## config.mk

```make
export PLATFORM = sky130hd
export DESIGN_NAME = pixel_readout_receiver
export DESIGN_NICKNAME = d
export VERILOG_FILES = /design/src/rtl/pixel_readout_receiver.sv
export SDC_FILE = /design/constraint.sdc
export NUM_CORES = 1
export LEC_CHECK = 0
export BUFFER_PORTS_ARGS = -buffer_cell sky130_fd_sc_hd__buf_4
export CAP_MARGIN = 20
export CORE_MARGIN = 2
export CORE_UTILIZATION = 45
export DETAILED_ROUTE_END_ITERATION = 10
export GPL_TIMING_DRIVEN = 0
export SYNTH_ARGS = -nofsm -noshare
export SYNTH_HDL_FRONTEND = slang
export SYNTH_SLANG_ARGS = --single-unit
export TNS_END_PERCENT = 50
```

## constraint.sdc

```tcl
create_clock -name SYSTEM_CLK -period 2.9 [get_ports SYSTEM_CLK]
set_clock_uncertainty 0.1 [all_clocks]
set_input_delay 0.435 -clock SYSTEM_CLK [delete_from_list [all_inputs] [get_ports SYSTEM_CLK]]
set_output_delay 0.435 -clock SYSTEM_CLK [all_outputs]
set_load 0.05 [all_outputs]
```

## src/rtl/pixel_readout_receiver.sv

```systemverilog
// Receiver for the pixel array readout bus: strobe edge detect, word FIFO with
// lane-0 coordinates, and per-pixel valid/ready unpacking with frame markers.
module pixel_readout_receiver #(
  parameter int WIDTH                  = 2,
  parameter int HEIGHT                 = 2,
  parameter int OUTPUT_BUS_PIXEL_WIDTH = 2,
  parameter int BIT_DEPTH              = 8,
  parameter int FIFO_DEPTH             = 4,
  localparam int XW = (WIDTH  > 1) ? $clog2(WIDTH)  : 1,
  localparam int YW = (HEIGHT > 1) ? $clog2(HEIGHT) : 1
) (
  input  logic                                        SYSTEM_CLK,
  input  logic                                        SYSTEM_RESET,
  input  logic                                        DATA_OUT_CLK,
  input  logic [OUTPUT_BUS_PIXEL_WIDTH*BIT_DEPTH-1:0] DATA_OUT,
  input  logic                                        SOFT_CLEAR,
  input  logic                                        PIXEL_READY,
  output logic                                        PIXEL_VALID,
  output logic [BIT_DEPTH-1:0]                        PIXEL_DATA,
  output logic [XW-1:0]                               PIXEL_X,
  output logic [YW-1:0]                               PIXEL_Y,
  output logic                                        FIRST_PIXEL,
  output logic                                        LAST_PIXEL,
  output logic                                        FRAME_DONE,
  output logic [15:0]                                 FRAME_COUNT,
  output logic                                        OVERFLOW
);

  localparam int OBPW = OUTPUT_BUS_PIXEL_WIDTH;
  localparam int DW   = OBPW * BIT_DEPTH;
  localparam int LW   = (OBPW > 1) ? $clog2(OBPW) : 1;
  localparam int PW   = $clog2(FIFO_DEPTH);

  localparam logic [XW-1:0] WX_LAST   = XW'(WIDTH - OBPW);
  localparam logic [YW-1:0] WY_LAST   = YW'(HEIGHT - 1);
  localparam logic [XW-1:0] X_LAST    = XW'(WIDTH - 1);
  localparam logic [LW-1:0] LANE_LAST = LW'(OBPW - 1);
  localparam logic [PW:0]   FULL_CNT  = (PW+1)'(FIFO_DEPTH);

  logic          clk_q;
  logic          rise;
  logic [XW-1:0] wx;
  logic [YW-1:0] wy;
  logic [15:0]   frame_count;
  logic          overflow;
  logic          frame_done;

  logic [DW-1:0] mem_word [FIFO_DEPTH];
  logic [XW-1:0] mem_wx   [FIFO_DEPTH];
  logic [YW-1:0] mem_wy   [FIFO_DEPTH];
  logic [PW-1:0] wr_ptr;
  logic [PW-1:0] rd_ptr;
  logic [PW:0]   count;
  logic [LW-1:0] lane;

  logic                 fifo_valid;
  logic                 fifo_full;
  logic                 hs;
  logic                 pop;
  logic                 push;
  logic [DW-1:0]        head_word;
  logic [XW-1:0]        pix_x;
  logic [YW-1:0]        pix_y;
  logic [BIT_DEPTH-1:0] pix_data;
  logic                 pix_first;
  logic                 pix_last;

  always_comb begin
    rise       = DATA_OUT_CLK & ~clk_q;
    fifo_valid = (count != '0);
    fifo_full  = (count == FULL_CNT);
    hs         = fifo_valid & PIXEL_READY;
    pop        = hs & (lane == LANE_LAST);
    // A pop in the same cycle frees a slot for the incoming word.
    push       = rise & ~SOFT_CLEAR & (~fifo_full | pop);
    head_word  = mem_word[rd_ptr];
    pix_x      = mem_wx[rd_ptr] + XW'(lane);
    pix_y      = mem_wy[rd_ptr];
    pix_data   = head_word[int'(lane)*BIT_DEPTH +: BIT_DEPTH];
    pix_first  = fifo_valid & (pix_x == '0) & (pix_y == '0);
    pix_last   = fifo_valid & (pix_x == X_LAST) & (pix_y == WY_LAST);
  end

  always_ff @(posedge SYSTEM_CLK) begin
    if (push) begin
      mem_word[wr_ptr] <= DATA_OUT;
      mem_wx[wr_ptr]   <= wx;
      mem_wy[wr_ptr]   <= wy;
    end
  end

  always_ff @(posedge SYSTEM_CLK or posedge SYSTEM_RESET) begin
    if (SYSTEM_RESET) begin
      clk_q       <= 1'b0;
      wr_ptr      <= '0;
      rd_ptr      <= '0;
      count       <= '0;
      lane        <= '0;
      wx          <= '0;
      wy          <= '0;
      frame_count <= '0;
      overflow    <= 1'b0;
      frame_done  <= 1'b0;
    end else begin
      clk_q <= DATA_OUT_CLK;
      if (SOFT_CLEAR) begin
        wr_ptr     <= '0;
        rd_ptr     <= '0;
        count      <= '0;
        lane       <= '0;
        wx         <= '0;
        wy         <= '0;
        overflow   <= 1'b0;
        frame_done <= 1'b0;
      end else begin
        frame_done <= hs & pix_last;
        if (hs) lane <= (lane == LANE_LAST) ? '0 : lane + 1'b1;
        if (pop) rd_ptr <= rd_ptr + 1'b1;
        if (push) wr_ptr <= wr_ptr + 1'b1;
        count <= count + (PW+1)'(push) - (PW+1)'(pop);
        if (rise && !push) overflow <= 1'b1;
        // Coordinates advance on dropped words too, staying aligned with the sensor.
        if (rise) begin
          if (wx == WX_LAST) begin
            wx <= '0;
            if (wy == WY_LAST) begin
              wy          <= '0;
              frame_count <= frame_count + 1'b1;
            end else begin
              wy <= wy + 1'b1;
            end
          end else begin
            wx <= wx + XW'(OBPW);
          end
        end
      end
    end
  end

  always_comb begin
    PIXEL_VALID = fifo_valid;
    PIXEL_DATA  = fifo_valid ? pix_data : '0;
    PIXEL_X     = fifo_valid ? pix_x : '0;
    PIXEL_Y     = fifo_valid ? pix_y : '0;
    FIRST_PIXEL = pix_first;
    LAST_PIXEL  = pix_last;
    FRAME_DONE  = frame_done;
    FRAME_COUNT = frame_count;
    OVERFLOW    = overflow;
  end

endmodule

```

==> results.txt, run 1 <==
The flow ran to the end, and the final reports show no timing, DRC or antenna violations. The total congestion overflow is 0. The most frequently used flop master after synthesis is sky130_fd_sc_hd__edfxtp_1. The maximum achievable frequency came out at 0.378 GHz. For this design the static power due to leakage is 1.80 nW. At the end of the flow the core is filled with cells to 0.543.

The post-synthesis sequential area ratio is 0.694. The insertion delay to the later sink of the worst-skew pair came out at 350 ps. Traced cell by cell, the critical path runs through buf_6 -> buf_6 -> mux4_2 -> mux2i_1 -> nor2_1 -> buf_4. The transition time at the pin with the least slew margin came out at 976 ps. The number of enable-type register cells in the synthesized netlist came out at 68. The worst reg-to-reg setup slack is 290 ps. The aggregate negative setup slack came out at 0 ps.

Yosys attributes the largest share of cell area to sky130_fd_sc_hd__edfxtp_1, sky130_fd_sc_hd__dfrtp_1, sky130_fd_sc_hd__mux4_2. The weighted congestion at the end of routability-driven global placement is 0.701. Of the cells placed in the final design, the portion with a size suffix greater than 1 is 0.297. The pre-CTS worst setup slack is 221 ps. The remaining antenna violation count came out at 0. In this run the number of H-tree levels came out at 3. The maximum clock path buffer count is 2.

The highest-delay cell along the critical path is sky130_fd_sc_hd__mux4_2. The chip height is 97.7 µm. The critical path arrival came out at 2110 ps.

The number of buffer and inverter instances along the worst setup path is 3. The total setup violations reported at the end of the flow is 0. The growth of design area from synthesis to finish came out at 18.8%. Entering global routing, the biggest net connects 24 pins. The count of vias placed by the detailed router came out at 2131. The number of top-level pins is 52. Detailed placement ended at an HPWL of 4570 µm. The share of synthesized registers carrying an async set or reset is 0.292. The final layout contains 327 nets.

The tree built by TritonCTS fans out to 96 sinks. The core footprint is 0.00864 mm². The number of buffers inserted during clock tree synthesis is 9. In the finished design, the share of the clock period the worst path needs comes to 0.913. The library cell used most frequently in the layout, excluding fill and tap cells, is sky130_fd_sc_hd__edfxtp_1. Headroom to the max-slew limit came out at 0.349. Of all cell types, the one taking the most synthesized area is sky130_fd_sc_hd__edfxtp_1. The routed via count divided by cell count is 5.18. VDD sags by at most 0.000372 V. The die footprint came out at 0.00954 mm². The count of inserted antenna diode cells came out at 0. The count of final max-slew check failures is 0. The share of Yosys cell area claimed by the top area cell type came out at 0.517.

STA classifies the critical path startpoint as a flip-flop. The number of cell rows is 34. The die outline width is 97.7 µm. The net count of the mapped netlist came out at 263. The design draws 2.72 mW. The worst setup path is of the reg -> out kind. The detailed router's first-iteration violation count is 76. TritonCTS built the clock tree.

The mean instance size in the synthesized netlist came out at 16.9 µm². For this run, the total global-route usage over all layers was measured as 0.163. The number of warnings reported in the yosys synthesis log is 0.

The hold violation count in the final report is 0. The number of synthesized register bits came out at 96. The netlist uses 30 different library cells. In this run the worst hold path is classified as in -> reg. The cell at the root of the clock tree is sky130_fd_sc_hd__clkbuf_8. The post-route worst setup slack came out at 253 ps. The clock-pin slew on the worst setup and hold paths came out at 90 ps. The critical path data required time came out at 2370 ps.

The total power per unit cell area came out at 580 mW/mm². Grouping stages by cell kind, the critical path spends the most delay in multiplexers. The max capacitance violation total is 0. The effective utilization at floorplan came out at 0.457. The quantity of gates resized following cts is 0. The first global-routing pass estimated 11900 µm of wire. After detailed routing, the number of remaining DRC violations is 0. The average routed wire per standard cell came out at 17.3 µm.

The final design instance area without fill is 0.00469 mm². The first detailed-routing pass ran for 4 iterations. The number of global-route vias before repair came to 2319.

The number of buffers inserted by port buffering is 51. The number of standard cells after synthesis is 234. In this run the worst path has a maximum fanout of 10. The most numerous cell type found on the critical path is sky130_fd_sc_hd__buf_6. The number of antenna violations at the first check in global routing is 0.

Setup repair after global routing left no endpoint under its margin. After layout, the minimum clock period comes to 2650 ps. The worst setup path is captured at a primary output.

The placed standard-cell area came out at 0.00450 mm². The summed instance area of the synthesized netlist is 0.00395 mm². The final routed wirelength across all metal layers is 7100 µm. Leaving out fill and tap cells, the most frequent cells in the layout are sky130_fd_sc_hd__edfxtp_1, sky130_fd_sc_hd__buf_4, sky130_fd_sc_hd__dfrtp_1. The delay of the slowest cell on the worst path is 530 ps.
## cell usage after synthesis (all sizes together) (2+ instances only)
cell and n:
edfxtp 68, dfrtp 28, nor2 21, mux4 17
xnor2 16, mux2i 9, buf 8, and2 7
ha 7, inv 7, nand3 7, nand2 6
xor2 6, nand4 5, and3 4, and4 3
clkbuf 3, nor3 3, nor2b 2
## layout make-up
type                            count  area [µm²]
Buffer                             11        67.6
Clock buffer                        9         124
Clock inverter                      7        62.6
Fill cell                         722        3940
Inverter                            7        26.3
Multi-Input combinational cell    120        1110
Sequential cell                    96        2740
Tap cell                          108         135
Timing Repair Buffer               53         420
## routing by layer
metal,up-vias,wire length (µm),GRT usage
li1,990,-,-
met1,1095,3280,0.219
met2,37,3510,0.264
met3,9,194,0.0295
met4,0,112,0.0673
met5,-,0,0
## registers in the layout (all words and copies together), names as in the netlist
| register | cells |
|---|---|
| wy | 1 |
| OVERFLOW | 1 |
| wr_ptr | 2 |
| mem_wy | 4 |
| FRAME_COUNT | 16 |
| FRAME_DONE | 1 |
| mem_word | 64 |
| clk_q | 1 |
| rd_ptr | 2 |
| count | 3 |
| lane | 1 |
## worst paths after layout
kind / from / to / cells past startpoint
setup reg to reg: lane / count[2] / 12
setup / recovery: rd_ptr[0] / PIXEL_DATA[7] / 6
max in group asynchronous: SYSTEM_RESET / lane / 4
hold reg to reg: FRAME_COUNT[15] / FRAME_COUNT[15] / 1
min in group asynchronous: SYSTEM_RESET / count[2] / 3
hold / removal: DATA_OUT_CLK / clk_q / 1
## through the flow
| stage | std cells | hold slack, ps |
|---|---|---|
| 2_1_floorplan | 234 | 366 |
| 3_3_place_gp | 393 | 364 |
| 3_5_place_dp | 394 | 307 |
| 4_1_cts | 411 | 87.0 |
| 5_1_grt | 411 | 89.5 |
| 6_report | 411 | 103 |
## what timing repair did
action / CTS / global route
setup buffers: 0 / 0
hold endpoints to repair: 5 / 0
hold buffers: 1 / 0
## kinds of logic (layout without fill, tap and decap cells)
logic type / after synthesis / in the layout / share of synthesized area
AND/OR/NAND/NOR: 61 / 61 / 0.0805
multiplexers: 27 / 27 / 0.123
AO/OA/AOI/OAI: 2 / 2 / 0.00285
adder cells (fa/ha/maj): 8 / 8 / 0.0272
XOR/XNOR: 22 / 22 / 0.0488
buffers and inverters: 18 / 87 / 0.0238
flip-flops: 96 / 96 / 0.694
## report_power, final
part	total, mW	internal [mW]	switching, mW
logic	0.349	0.121	0.229
registers	1.54	1.51	0.0287
clock network	0.835	0.389	0.445
(Power assumes the default switching activity.)
==> run 2: changes to the inputs <==
--- a/config.mk
+++ b/config.mk
@@ -8,9 +8,10 @@
 export BUFFER_PORTS_ARGS = -buffer_cell sky130_fd_sc_hd__buf_4
 export CAP_MARGIN = 20
 export CORE_MARGIN = 2
-export CORE_UTILIZATION = 45
+export CORE_UTILIZATION = 57
 export DETAILED_ROUTE_END_ITERATION = 10
 export GPL_TIMING_DRIVEN = 0
+export PLACE_DENSITY = 0.79
 export SYNTH_ARGS = -nofsm -noshare
 export SYNTH_HDL_FRONTEND = slang
 export SYNTH_SLANG_ARGS = --single-unit
==> results.txt, run 2 (synthesis gave the netlist of run 1 again) <==
The cell that appears most often on the critical path is sky130_fd_sc_hd__buf_6. The flip-flop count of the largest register after layout came out at 64 (unchanged). The static leakage came out at 1.79 nW (-0.44%).

The total congestion overflow was 0 (unchanged). The area taken by multi-input logic gates came out at 0.00111 mm² (unchanged). The number of gates on the worst path with buffers counted is 6 (unchanged). The clock net sink count is 96 (unchanged).

The filler cell count came out at 460 (-36%). The cell-internal power came out at 1.93 mW (-4.3%). The count of inserted antenna diode cells came out at 0 (unchanged). The final cell count without fillers came out at 383 (-6.8%). The critical path arrival is 2070 ps (-40 ps). The worst reg-to-reg setup slack is 340 ps (+50 ps).

The average routed wire per standard cell came out at 18.0 µm (+4.2%). The number of top-level pins is 52 (unchanged). STA classifies the critical path startpoint as a flip-flop.

The clock tree from TritonCTS is built. CTS placed an instance of sky130_fd_sc_hd__clkbuf_8 at the clock tree root. The origin of the worst min-delay path is DATA_OUT_CLK. The chip height is 87.2 µm (-11%). The combinational cell fraction of total power came out at 0.133 (+0.005).

The transition time at the pin with the least slew margin was 922 ps (-54.9 ps). The detailed-router iteration count before antenna repair came out at 4 (unchanged). STA classifies the critical path endpoint as a primary output.

The clock-pin slew on the worst setup and hold paths came to 80 ps (about the same). The final design instance area without fill is 0.00463 mm² (-1.3%). The critical path data required time is 2370 ps (about the same). The weighted congestion at the end of routability-driven global placement was 0.742 (+5.9%). The cell family contributing the most delay on the critical path is multiplexers.

In this run the critical register-to-register path is launched from lane. The switching part of the total is 0.262 (+0.00340). The peak fanout along the critical path came to 10 (unchanged).

The slowest stage of the critical path belongs to the cell sky130_fd_sc_hd__mux4_2. The number of buffers inserted by port buffering is 51 (unchanged). The run finished with clean final reports.

The pin count of the biggest net entering global routing is 29 (+21%). The effective utilization at floorplan is 0.585 (+0.127). The number of design rule violations left after detail routing is 0 (unchanged). The total power per unit cell area is 565 mW/mm² (-2.6%). The final core utilization came to 0.686 (+0.142).

The number of global-route vias before repair came to 2204 (-5.0%). The die outline width was 87.2 µm (-11%). The maximum clock path buffer count came out at 2 (unchanged).

The number of antenna violations at the first check in global routing came out at 0 (unchanged). The commonest non-fill, non-tap cell in the layout is sky130_fd_sc_hd__edfxtp_1. The delay of the slowest cell on the worst path is 530 ps (about the same). Tracing the worst setup path back leads to its startpoint at rd_ptr[0]. The aggregate negative setup slack came out at 0 ps (unchanged). The number of buffer and inverter instances along the worst setup path came out at 3 (unchanged). The quantity of gates resized following cts came to 0 (unchanged). The count of final max-slew check failures came out at 0 (unchanged). The length in cells of the worst reg-to-reg path came out at 12 (unchanged). The combined flip-flop and latch cell area is 0.00274 mm² (unchanged). The total setup violations reported at the end of the flow is 0 (unchanged). The total routing resource utilization after global routing is 0.201 (+0.0382). The total setup buffers inserted after CTS came out at 0 (unchanged). The shortest period the worst path allows is 2610 ps (-38.0 ps).

The number of nets in the layout is 327 (unchanged). The top cell types in the final layout, fill and taps aside, are sky130_fd_sc_hd__edfxtp_1, sky130_fd_sc_hd__buf_4, sky130_fd_sc_hd__dfrtp_1. The ratio of cells with drive above 1 in the final layout came out at 0.300 (+0.00330). The portion of the clock cycle consumed by the worst path in the final layout is 0.900 (-0.0131). The worst hold path belongs to the class in -> reg. The die footprint is 0.00761 mm² (-20%). The switching power of the nets was 685 µW (-2.6%). The critical path is of the reg -> out type. Walking the worst path, the cells encountered are buf_6 -> buf_6 -> mux4_2 -> mux2i_1 -> nor2_1 -> buf_4. The number of cell rows is 30 (-12%). The maximum achievable frequency is 0.383 GHz (+1.5%). The number of levels in the clock H-tree is 3 (unchanged). The insertion delay to the later sink of the worst-skew pair came out at 350 ps (about the same).

In this run the critical register-to-register path is captured at count[2]. The register with the most flip-flops in the final layout is mem_word. The global-route wire length before repair is 11100 µm (-6.1%). The core footprint is 0.00676 mm² (-22%). The count of vias placed by the detailed router came out at 2139 (+0.38%).

The worst setup path endpoint is PIXEL_DATA[6]. The detailed router's first-iteration violation count came out at 185 (+140%). The number of buffers inserted during clock tree synthesis came out at 9 (unchanged). The worst-case headroom to the max-slew limit was 0.386 (+0.0366).

The estimated wirelength of the detail-placed design came to 4620 µm (+1.2%). The final routed wirelength across all metal layers is 6890 µm (-2.9%). Setup repair after global routing left no endpoint under its margin. The hold violation count in the final report is 0 (unchanged). The growth of design area from synthesis to finish came out at 17.3%. The peak supply drop was 0.000476 V (+28%). The cts-stage hold buffer count came to 0 (-1).

The part of the total power dissipated in the clock network is 0.279 (-0.028). The max capacitance violation total was 0 (unchanged). The placed standard-cell area was 0.00443 mm² (-1.4%).

The cell total after placement was 365 (-7.4%). The remaining antenna violation count came to 0 (unchanged). The share of total power in sequential cells is 0.588 (+0.023). The routed via count divided by cell count is 5.58 (+7.7%).
[run 2: changes by cell type in the layout (fill, tap and decap cells not counted), sizes merged]
| cell | previous run | this run |
|---|---|---|
| bufinv | 1 | 0 |
| clkinv | 4 | 5 |
[run 2: worst register-to-register path: cells and delay by family (launching register included)]
family        cells  cell delay (ps)
xor+xnor          1              160
fa+ha+maj         3              780
buf+inv           4              350
flops             1              330
simple gates      4              720
[run 2: worst min path at each step]
| stage | cells after the start | end |
|---|---|---|
| after floorplan | 0 | clk_q |
| after global placement | 1 | FRAME_COUNT[15] |
| after detailed placement | 1 | FRAME_COUNT[15] |
| after CTS | 1 | clk_q |
| after global routing | 1 | clk_q |
| final | 1 | clk_q |
[run 2: per-stage QoR]
| stage | hold slack [ps] | worst slack [ps] | total power, mW |
|---|---|---|---|
| floorplan | 366 | 290 | 1.79 |
| global route | 105 | 15.6 | 2.73 |
| CTS | 107 | 276 | 2.63 |
| finish | 122 | 291 | 2.62 |
| detailed placement | 378 | 292 | 1.91 |
| global placement | 363 | 340 | 1.90 |
[run 2: per-layer routing]
layer  share of wire  up-vias  track usage
met5               0        -            0
met4           0.021        0       0.0853
met3           0.042       13       0.0389
met2            0.50       64        0.329
met1            0.44     1069        0.267
li1                -      993            -
[run 2: area by class of cell]
| class | count | area share |
|---|---|---|
| plain buffers | 11 | 0.0146 |
| well taps | 80 | 0.0216 |
| clock buffers | 9 | 0.0267 |
| clock inverters | 7 | 0.00837 |
| repair buffers | 53 | 0.0907 |
| inverters | 7 | 0.00567 |
| multi-input cells | 120 | 0.240 |
| flip-flops and latches | 96 | 0.592 |
[run 2: power by group through the flow]
stage / clock network [mW] / registers [mW] / logic [mW]
3_5_place_dp: 0 / 1.57 / 0.345
6_report: 0.730 / 1.54 / 0.348
4_1_cts: 0.745 / 1.54 / 0.346
5_1_grt: 0.809 / 1.54 / 0.376
2_1_floorplan: 0 / 1.62 / 0.174
3_3_place_gp: 0 / 1.57 / 0.338
==> run 3: changes to the inputs <==
--- a/config.mk
+++ b/config.mk
@@ -11,7 +11,7 @@
 export CORE_UTILIZATION = 57
 export DETAILED_ROUTE_END_ITERATION = 10
 export GPL_TIMING_DRIVEN = 0
-export PLACE_DENSITY = 0.79
+export PLACE_DENSITY = 0.76
 export SYNTH_ARGS = -nofsm -noshare
 export SYNTH_HDL_FRONTEND = slang
 export SYNTH_SLANG_ARGS = --single-unit
==> results.txt, run 3 (synthesis gave the netlist of run 1 again) <==
The number of global-route vias before repair is 2029 (-7.9%). The cell-internal power came out at 2.02 mW (+4.8%). The number of buffer and inverter instances along the worst setup path is 3 (unchanged). The beginning of the worst register-to-register path is lane. The weighted congestion at the end of routability-driven global placement is 0.733 (-1.2%). The effective utilization at floorplan is 0.585 (unchanged). The final design instance area without fill is 0.00466 mm² (+0.59%). The static leakage is 1.80 nW (+0.40%). The pre-CTS worst setup slack came out at 292 ps (+0.374 ps). The count of vias placed by the detailed router came to 2099 (-1.9%).

The count of final max-slew check failures is 0 (unchanged). The placed standard-cell area came out at 0.00443 mm² (unchanged). The combinational cell fraction of total power is 0.128 (-0.005). The area growth from synthesis to layout is 18.0%. The number of nets in the layout is 327 (unchanged). The total routing resource utilization after global routing is 0.191 (-0.0104). The remaining antenna violation count came out at 0 (unchanged).

The estimated wirelength of the detail-placed design came out at 4280 µm (-7.4%). The switching part of the total came out at 0.254 (-0.00726). The number of buffers inserted by port buffering is 51 (unchanged). The clock-pin slew on the worst setup and hold paths was 90 ps (about the same). The pin count of the biggest net entering global routing came out at 29 (unchanged). The total congestion overflow is 0 (unchanged). The average routed wire per standard cell is 17.4 µm (-3.1%). The detailed router's first-iteration violation count came out at 142 (-23%). The origin of the worst min-delay path is DATA_OUT_CLK. The die footprint is 0.00761 mm² (unchanged). The aggregate negative setup slack came to 0 ps (unchanged). The number of top-level pins came out at 52 (unchanged). Leaving out fill and tap cells, the most frequent cell in the layout is sky130_fd_sc_hd__edfxtp_1. The critical path data required time is 2370 ps (about the same). STA classifies the critical path endpoint as a primary output. The number of cell rows is 30 (unchanged).

The total power per unit cell area came out at 582 mW/mm² (+3.1%). The peak supply drop was 0.000491 V (+3.2%). The cell at the root of the clock tree is sky130_fd_sc_hd__clkbuf_8.

The worst-case headroom to the max-slew limit came out at 0.397 (+0.0117). The global-route wire length before repair is 10500 µm (-5.6%). The cell family contributing the most delay on the critical path is multiplexers. The peak fanout along the critical path is 10 (unchanged). Setup repair after global routing left no endpoint under its margin. In this run the worst setup path begins at rd_ptr[0]. The transition time at the pin with the least slew margin is 904 ps (-17.5 ps). The detailed-router iteration count before antenna repair is 5 (+1).

The register name with the most flops is mem_word. The ratio of cells with drive above 1 in the final layout is 0.301 (+0.000994). The count of inserted antenna diode cells came out at 0 (unchanged).

The chip height is 87.2 µm (unchanged). The total setup violations reported at the end of the flow came out at 0 (unchanged). The number of antenna violations at the first check in global routing came out at 0 (unchanged). The hold violation count in the final report came to 0 (unchanged). The switching power of the nets is 690 µW (+0.86%). The share of total power in sequential cells is 0.567 (-0.021).

The final core utilization came out at 0.690 (+0.00407). The largest individual stage delay along the critical path comes from the cell sky130_fd_sc_hd__mux4_2. The clock tree from TritonCTS is built. The run finished with clean final reports. The path class of the tightest hold or removal check is in -> reg. The number of design rule violations left after detail routing came to 0 (unchanged).

The delay of the slowest cell on the worst path was 530 ps (about the same). The portion of the clock cycle consumed by the worst path in the final layout is 0.898 (-0.00172). The clock net sink count is 96 (unchanged). STA classifies the critical path startpoint as a flip-flop. The type of the worst setup path is reg -> out. The shortest period the worst path allows came out at 2600 ps (-4.98 ps).

The total setup buffers inserted after CTS is 0 (unchanged). The final routed wirelength across all metal layers came out at 6660 µm (-3.4%). The number of levels in the clock H-tree is 3 (unchanged). The routed via count divided by cell count is 5.49 (-1.6%). The core footprint came out at 0.00676 mm² (unchanged). In the layout the commonest cells are sky130_fd_sc_hd__edfxtp_1, sky130_fd_sc_hd__buf_4, sky130_fd_sc_hd__dfrtp_1. The worst hold slack after final layout was 114 ps (-7.97 ps).

The post-route worst setup slack is 296 ps (+4.98 ps). The number of buffers inserted during clock tree synthesis is 9 (unchanged). The flip-flop count of the largest register after layout was 64 (unchanged). The part of the total power dissipated in the clock network came to 0.306 (+0.027).

Traced cell by cell, the critical path runs through buf_6 -> buf_6 -> mux4_2 -> mux2i_1 -> nor2_1 -> buf_4. The most numerous cell on the critical path is sky130_fd_sc_hd__buf_6. The maximum clock path buffer count is 2 (unchanged).

The insertion delay to the later sink of the worst-skew pair came to 350 ps (about the same). The critical path arrival came out at 2070 ps (about the same). The die outline width was 87.2 µm (unchanged).

The maximum achievable frequency came to 0.384 GHz (+0.19%). The max capacitance violation total is 0 (unchanged).
[run 3: cell types whose count changed in the layout (fill, tap and decap cells not counted)]
| cell | change |
|---|---|
| sky130_fd_sc_hd__bufinv_16 | +1 |
| sky130_fd_sc_hd__clkbuf_1 | +1 |
| sky130_fd_sc_hd__clkinv_1 | -1 |
| sky130_fd_sc_hd__clkinv_2 | -2 |
| sky130_fd_sc_hd__clkinv_4 | -1 |
| sky130_fd_sc_hd__clkinvlp_2 | -1 |
| sky130_fd_sc_hd__clkinvlp_4 | +1 |
| sky130_fd_sc_hd__inv_6 | +1 |
| sky130_fd_sc_hd__nor3_1 | -1 |
| sky130_fd_sc_hd__nor3_2 | +1 |
[run 3: routing by layer]
layer  routed length (µm)  track usage  vias to the layer above  share of wire
li1                     -            -                      998              -
met1                 2920        0.269                     1037           0.44
met2                 3290        0.298                       54           0.49
met3                  360       0.0351                       10          0.054
met4                   85       0.0797                        0          0.013
met5                    0            0                        -              0
[run 3: path summary, 6_finish.rpt]
kind | end | slack (ps) | cells past startpoint
min in group asynchronous | OVERFLOW | 570 | 3
worst max-delay path | PIXEL_DATA[1] | 300 | 6
worst min-delay path | clk_q | 110 | 1
max in group asynchronous | FRAME_COUNT[0] | 1680 | 4
worst max register to register | count[2] | 470 | 12
worst min register to register | FRAME_COUNT[15] | 380 | 1
[run 3: power by group through the flow]
stage	clock network, mW	logic (mW)	registers [mW]
after floorplan	0	0.174	1.62
after global placement	0	0.339	1.57
after detailed placement	0	0.344	1.57
after CTS	0.839	0.345	1.54
after global routing	0.892	0.374	1.54
final	0.830	0.347	1.54
[run 3: cell type report]
class / count / area, µm²
clock buffer: 10 / 128
fill: 484 / 2100
buffer: 11 / 67.6
clock inverter: 5 / 57.6
tap: 80 / 100
sequential: 96 / 2740
timing repair buffer: 53 / 420
inverter: 7 / 26.3
multi-input combinational: 120 / 1120
[run 3: worst register-to-register path, cell delays in order, from the launching register on]
cell	delay (ps)
sky130_fd_sc_hd__dfrtp_1	330
sky130_fd_sc_hd__clkbuf_2	160
sky130_fd_sc_hd__nand2_1	120
sky130_fd_sc_hd__and3_1	220
sky130_fd_sc_hd__nor3_2	220
sky130_fd_sc_hd__inv_1	70
sky130_fd_sc_hd__ha_1	270
sky130_fd_sc_hd__inv_1	50
sky130_fd_sc_hd__ha_1	120
sky130_fd_sc_hd__inv_1	40
sky130_fd_sc_hd__fa_1	370
sky130_fd_sc_hd__xnor2_1	160
sky130_fd_sc_hd__nor2_1	50
[run 3: timing repair]
action | 4_1_cts | 5_1_grt
hold buffers | 0 | 1
endpoints found under the setup margin | 0 | 1
resized for setup | 0 | 1
hold endpoints to repair | 0 | 8
[run 3: per-stage QoR]
step / power (mW) / cells
3_5_place_dp: 1.91 / 365
5_1_grt: 2.81 / 382
3_3_place_gp: 1.90 / 365
6_report: 2.71 / 382
4_1_cts: 2.72 / 380
2_1_floorplan: 1.79 / 234
